==> src/rtl/pipe_pkg.sv <==
// Shared pipeline-stage definitions: slot-state encoding and stage payload widths.
// Used by pipe_stage_reg and pipe_skid_buf.
package pipe_pkg;

  // Occupancy of a stage register. FULL only exists when the skid slot is built.
  typedef enum logic [1:0] {
    EMPTY = 2'd0,
    ONE   = 2'd1,
    FULL  = 2'd2
  } slot_state_t;

  // IF/ID payload is {pc, instruction}.
  localparam int PC_W     = 32;
  localparam int INSTR_W  = 32;
  localparam int IF_ID_W  = PC_W + INSTR_W;

  // Register-file word and the later stage payloads built from it.
  localparam int REG_W    = 32;
  localparam int RIDX_W   = 5;
  // pc, rs1 value, rs2 value, immediate, rd index, 16 bits of decoded control
  localparam int ID_EX_W  = PC_W + 3*REG_W + RIDX_W + 16;
  // alu result, store data, rd index, 8 bits of control
  localparam int EX_MEM_W = 2*REG_W + RIDX_W + 8;
  // writeback value, rd index, write-enable
  localparam int MEM_WB_W = REG_W + RIDX_W + 1;

  // A stage presents a live payload in every state except EMPTY.
  function automatic logic slot_live(slot_state_t s);
    return s != EMPTY;
  endfunction

endpackage

==> src/rtl/pipe_skid_buf.sv <==
// Skid slot of an elastic stage register: one data word plus its valid bit.
// Only instantiated when PIPE_STAGE_SKID_EN is defined.
module pipe_skid_buf #(
  parameter int                DATA_W  = 64,
  parameter logic [DATA_W-1:0] CLR_VAL = '0
) (
  input  logic              clk,
  input  logic              rst,
  input  logic              load,   // capture d, slot becomes valid
  input  logic              clr,    // drain or discard the slot
  input  logic [DATA_W-1:0] d,
  output logic              valid,
  output logic [DATA_W-1:0] q
);

  // Clear wins over load: a flush never leaves a stale payload parked here.
  always_ff @(posedge clk) begin
    if (rst || clr) begin
      valid <= 1'b0;
      q     <= CLR_VAL;
    end else if (load) begin
      valid <= 1'b1;
      q     <= d;
    end
  end

endmodule

==> src/rtl/pipe_stage_reg.sv <==
// Elastic valid/ready pipeline-stage register with flush (bubble) and freeze (hold).
// Define PIPE_STAGE_SKID_EN for the two-slot version with a registered in_ready;
// without it the stage is a single slot whose in_ready passes out_ready through.
module pipe_stage_reg
  import pipe_pkg::*;
#(
  parameter int                DATA_W  = IF_ID_W,
  parameter logic [DATA_W-1:0] CLR_VAL = '0
) (
  input  logic              clk,
  input  logic              rst,
  input  logic              in_valid,
  output logic              in_ready,
  input  logic [DATA_W-1:0] in_data,
  output logic              out_valid,
  input  logic              out_ready,
  output logic [DATA_W-1:0] out_data,
  input  logic              flush,
  input  logic              freeze
);

  slot_state_t state;
  logic        accept;
  logic        consume;

  // A consume needs a live payload and a stage that is neither frozen nor flushed;
  // out_ready alone under freeze is not a transfer.
  assign accept  = in_valid && in_ready;
  assign consume = out_valid && out_ready && !freeze && !flush;

`ifdef PIPE_STAGE_SKID_EN
  logic              sk_valid;
  logic [DATA_W-1:0] sk_data;
  logic              sk_load;
  logic              sk_clr;

  // An accept into an occupied main slot that is not draining parks in the skid slot;
  // the skid slot empties when it refills the main slot or on flush.
  assign sk_load = (state == ONE) && accept && !consume;
  assign sk_clr  = flush || ((state == FULL) && consume);

  pipe_skid_buf #(
    .DATA_W  (DATA_W),
    .CLR_VAL (CLR_VAL)
  ) u_skid (
    .clk   (clk),
    .rst   (rst),
    .load  (sk_load),
    .clr   (sk_clr),
    .d     (in_data),
    .valid (sk_valid),
    .q     (sk_data)
  );

  // Ready comes from state only, so no path from out_ready reaches upstream.
  assign in_ready = !sk_valid && !freeze && !flush && !rst;
`else
  // Single slot: room exists when empty or when the held payload leaves this cycle.
  assign in_ready = (!out_valid || out_ready) && !freeze && !flush && !rst;
`endif

  // Slot FSM: reset/flush bubble, freeze hold, otherwise follow the handshake.
  always_ff @(posedge clk) begin
    if (rst || flush) begin
      state     <= EMPTY;
      out_valid <= 1'b0;
      out_data  <= CLR_VAL;
    end else if (!freeze) begin
      unique case (state)
        EMPTY: begin
          if (accept) begin
            state     <= ONE;
            out_valid <= 1'b1;
            out_data  <= in_data;
          end
        end
        ONE: begin
          if (accept && consume) begin
            out_data <= in_data;
`ifdef PIPE_STAGE_SKID_EN
          end else if (accept) begin
            state <= FULL;
`endif
          end else if (consume) begin
            // out_data keeps its last value; only rst/flush reload CLR_VAL
            state     <= EMPTY;
            out_valid <= 1'b0;
          end
        end
`ifdef PIPE_STAGE_SKID_EN
        FULL: begin
          if (consume) begin
            state    <= ONE;
            out_data <= sk_data;
          end
        end
`endif
        default: begin
          state     <= EMPTY;
          out_valid <= 1'b0;
        end
      endcase
    end
  end

endmodule

==> config.mk <==
export PLATFORM = sky130hd
export DESIGN_NAME = pipe_stage_reg
export DESIGN_NICKNAME = d
export VERILOG_FILES = /design/src/rtl/pipe_pkg.sv /design/src/rtl/pipe_skid_buf.sv /design/src/rtl/pipe_stage_reg.sv
export SDC_FILE = /design/constraint.sdc
export NUM_CORES = 1
export LEC_CHECK = 0
export CAP_MARGIN = 20
export CORE_ASPECT_RATIO = 0.6
export CORE_MARGIN = 2
export CORE_UTILIZATION = 35
export DETAILED_ROUTE_END_ITERATION = 8
export GPL_TIMING_DRIVEN = 1
export HOLD_SLACK_MARGIN = 0.15
export PLACE_DENSITY = 0.76
export RECOVER_POWER = 50
export SLEW_MARGIN = 40
export SYNTH_ARGS = -nofsm -noshare
export SYNTH_HDL_FRONTEND = slang
export SYNTH_SLANG_ARGS = --single-unit
==> constraint.sdc <==
create_clock -name clk -period 1.1 [get_ports clk]
set_clock_uncertainty 0.15 [all_clocks]
set_input_delay 0.11 -clock clk [delete_from_list [all_inputs] [get_ports clk]]
set_output_delay 0.11 -clock clk [all_outputs]
set_load 0.05 [all_outputs]
==> results.sh <==
export IMPL_ant_diodes=0
export IMPL_critical_path_max_stage_delay_ps=340
export IMPL_floorplan_die_area_um2=7890
export IMPL_report_final_hold_viol_count=0
export IMPL_dr_wl_met3_um=819
export IMPL_postLayoutCellArea_um2=5240
export IMPL_met2_wirelength_mm=4.44
export IMPL_groute_usage_overall_pct=22.6
export IMPL_layout_min_cycle_time_ps=1350
export IMPL_irDropWorstVdd_v=0.000819
export IMPL_cell_count_after_placement=503
export IMPL_drv_cap=0
export IMPL_r2r_worst_path_cells=5
export IMPL_post_synth_cell_area_avg_um2=8.34
export IMPL_min_path_type="input port to flop"
export IMPL_1st_pass_router_iterations=4
export IMPL_root_buffer="clkbuf_16"
export IMPL_cts_tree="done"
export IMPL_layout_nets=508
export IMPL_post_dp_cell_area_um2=4650
export IMPL_worstPathCellList="nor2b_4, nor3_4, buf_6"
export IMPL_worst_endpoint_required_ps=840
export IMPL_post_drt_via_cell_ratio=5.29
export IMPL_final_instance_count_excl_fillers=530
export IMPL_timing_critical_path_slowest_stage_cell="dfxtp_4"
export IMPL_post_place_ws_ps=-486
export IMPL_first_pass_grt_wire_length_mm=14.0
export IMPL_die_w_um=113
export IMPL_cts_reportedPaths_clkPinSlew_ps=60
export IMPL_leakagePower_uw=0.00189
export IMPL_io_pins=136
export IMPL_fraction_of_layout_instances_using_a_drive_strength_above_1_pct=42.9
export IMPL_vias=2804
export IMPL_grt_start_max_net_pins=50
export IMPL_powerDensity_nw_per_um2=1250
export IMPL_finalSetupViolCount=66
export IMPL_drt_iter0_drcs=151
export IMPL_syn_instance_count=301
export IMPL_synth_fp_nets=371
export IMPL_grt_antenna_before_repair=0
export IMPL_synth_sequential_area_ratio_pct=51.8
export IMPL_starting_utilization_of_the_core_area_pct=36.8
export IMPL_finalCritPeriodShare_pct=123
export IMPL_slew_violations=0
export IMPL_final_util_pct=76.8
export IMPL_cts_buffers_inserted=9
export IMPL_commonest_cells_after_routing_fill_and_taps_aside="71 x buf_12, 67 x clkdlybuf4s50_1, 63 x nand3_1"
export IMPL_cts_sinks=65
export IMPL_final_common_cell="buf_12"
export IMPL_synth_seq_cells=65
export IMPL_coreArea_um2=6820
export IMPL_worst_skew_pair_late_latency_ps=310
export IMPL_globalRoute_totalOverflow=0
export IMPL_die_height_um=69.6
export IMPL_core_rowCount=23
export IMPL_wl_per_cell_um=17.1
export IMPL_critPathLaunchType="flop"
export IMPL_min_path_cells=3
export IMPL_grt_setup_unrepaired="true"
export IMPL_htreeDepth=3
export IMPL_m1WireLength_mm=3.78
export IMPL_netlist_cell_type_count=17
export IMPL_final_antenna_violating_net_count=0
export IMPL_area_growth_syn_to_layout_pct=108
export IMPL_status="finished, violations left"
export IMPL_fmax_mhz=738
export IMPL_timing_critical_path_fanout_max=4
export IMPL_io_buffer_count=135
export IMPL_cts_buffer_depth=2
export IMPL_tightest_slew_ps=371
export IMPL_first_global_vias=2714
export IMPL_place_hpwl_mm=6.12
export IMPL_setup_tns_ps=-11960
export IMPL_worst_slack_ps=-255
export IMPL_failing_checks="negative setup slack"
export IMPL_worstPathArrival_ps=1090
export IMPL_crit_type="flop to output pin"
export IMPL_cp_end_kind="output pin"
export IMPL_yosys_warnings=0
export IMPL_gpl_final_weighted_congestion=0.739
export IMPL_highest_layer_used_for_signal_routing="met4"
export IMPL_finalWirelength_mm=9.08
export IMPL_max_slew_margin_rel_pct=75.3
export IMPL_drcViolationCount=0
export IMPL_netlist_area_um2=2510
[what timing repair did]
item                       4_1_cts  5_1_grt
hold endpoints to repair         0        0
pin swaps                        2        2
setup endpoints to repair      131       91
gates resized for setup        117       12
hold buffers                     0        0
buffers inserted                 4        5
cloned                           0        2
[final timing paths]
kind	startpoint	endpoint	slack (ps)
max	out_valid	in_ready	-250
min	in_data[45]	out_data[45]	190
max reg2reg	out_valid	out_data[63]	-240
min reg2reg	out_data[29]	out_data[29]	320
[cell usage after synthesis]
library cell	n	area share [%]
nand2b_1	2	0.50
buf_1	1	0.15
clkbuf_1	7	1.0
or2_1	1	0.25
inv_1	1	0.15
nand3_1	64	13
nor2b_4	1	0.55
clkbuf_2	6	1.2
nor2b_1	1	0.25
o21ai_1	12	2.4
buf_4	8	2.4
a21oi_1	65	13
buf_6	1	0.45
buf_2	12	2.4
nor3_1	1	0.20
dfxtp_1	65	52
o21ai_0	53	11
[cell type report]
type                            count  area (um2)
Clock buffer                       11         253
Clock inverter                      5        76.3
Fill cell                         455        1590
Inverter                            1        3.75
Multi-Input combinational cell    200        1080
Sequential cell                    65        1400
Tap cell                           87         109
Timing Repair Buffer              161        2310
[per-layer routing]
metal	GRT usage [%]	up-vias
met3	9.88	4
met1	27.7	1333
met5	0	-
met2	36.9	111
met4	5.28	0
li1	-	1356
[state kept, by name (all words and copies together), names as in the netlist]
register   count
out_valid      1
out_data      64
[worst max-delay path, delay by kind of cell, from the launching register on]
family / cells / cell delay (ps)
flops: 1 / 340
simple gates: 2 / 270
buf+inv: 1 / 180
[report_power, final]
part	internal, uW	total (uW)	switching (uW)	leakage, uW
clock	2100	3100	998	0.000166
combinational	530	1000	470	0.00117
sequential	2410	2460	54.7	0.000560
[logic make-up after synthesis]
family,count (synthesis),synth area share (%)
AOI/OAI and AO/OA,130,25.9
buffers and inverters,36,7.77
DFF,65,51.8
and+or+nand+nor,70,14.5
[stage by stage]
step / hold WS (ps) / total power (uW)
after global placement: 345 / 3450
after global routing: 194 / 6810
final: 193 / 6560
after detailed placement: 356 / 3460
after CTS: 181 / 6610
after floorplan: 108 / 2890
(Power assumes the default switching activity.)
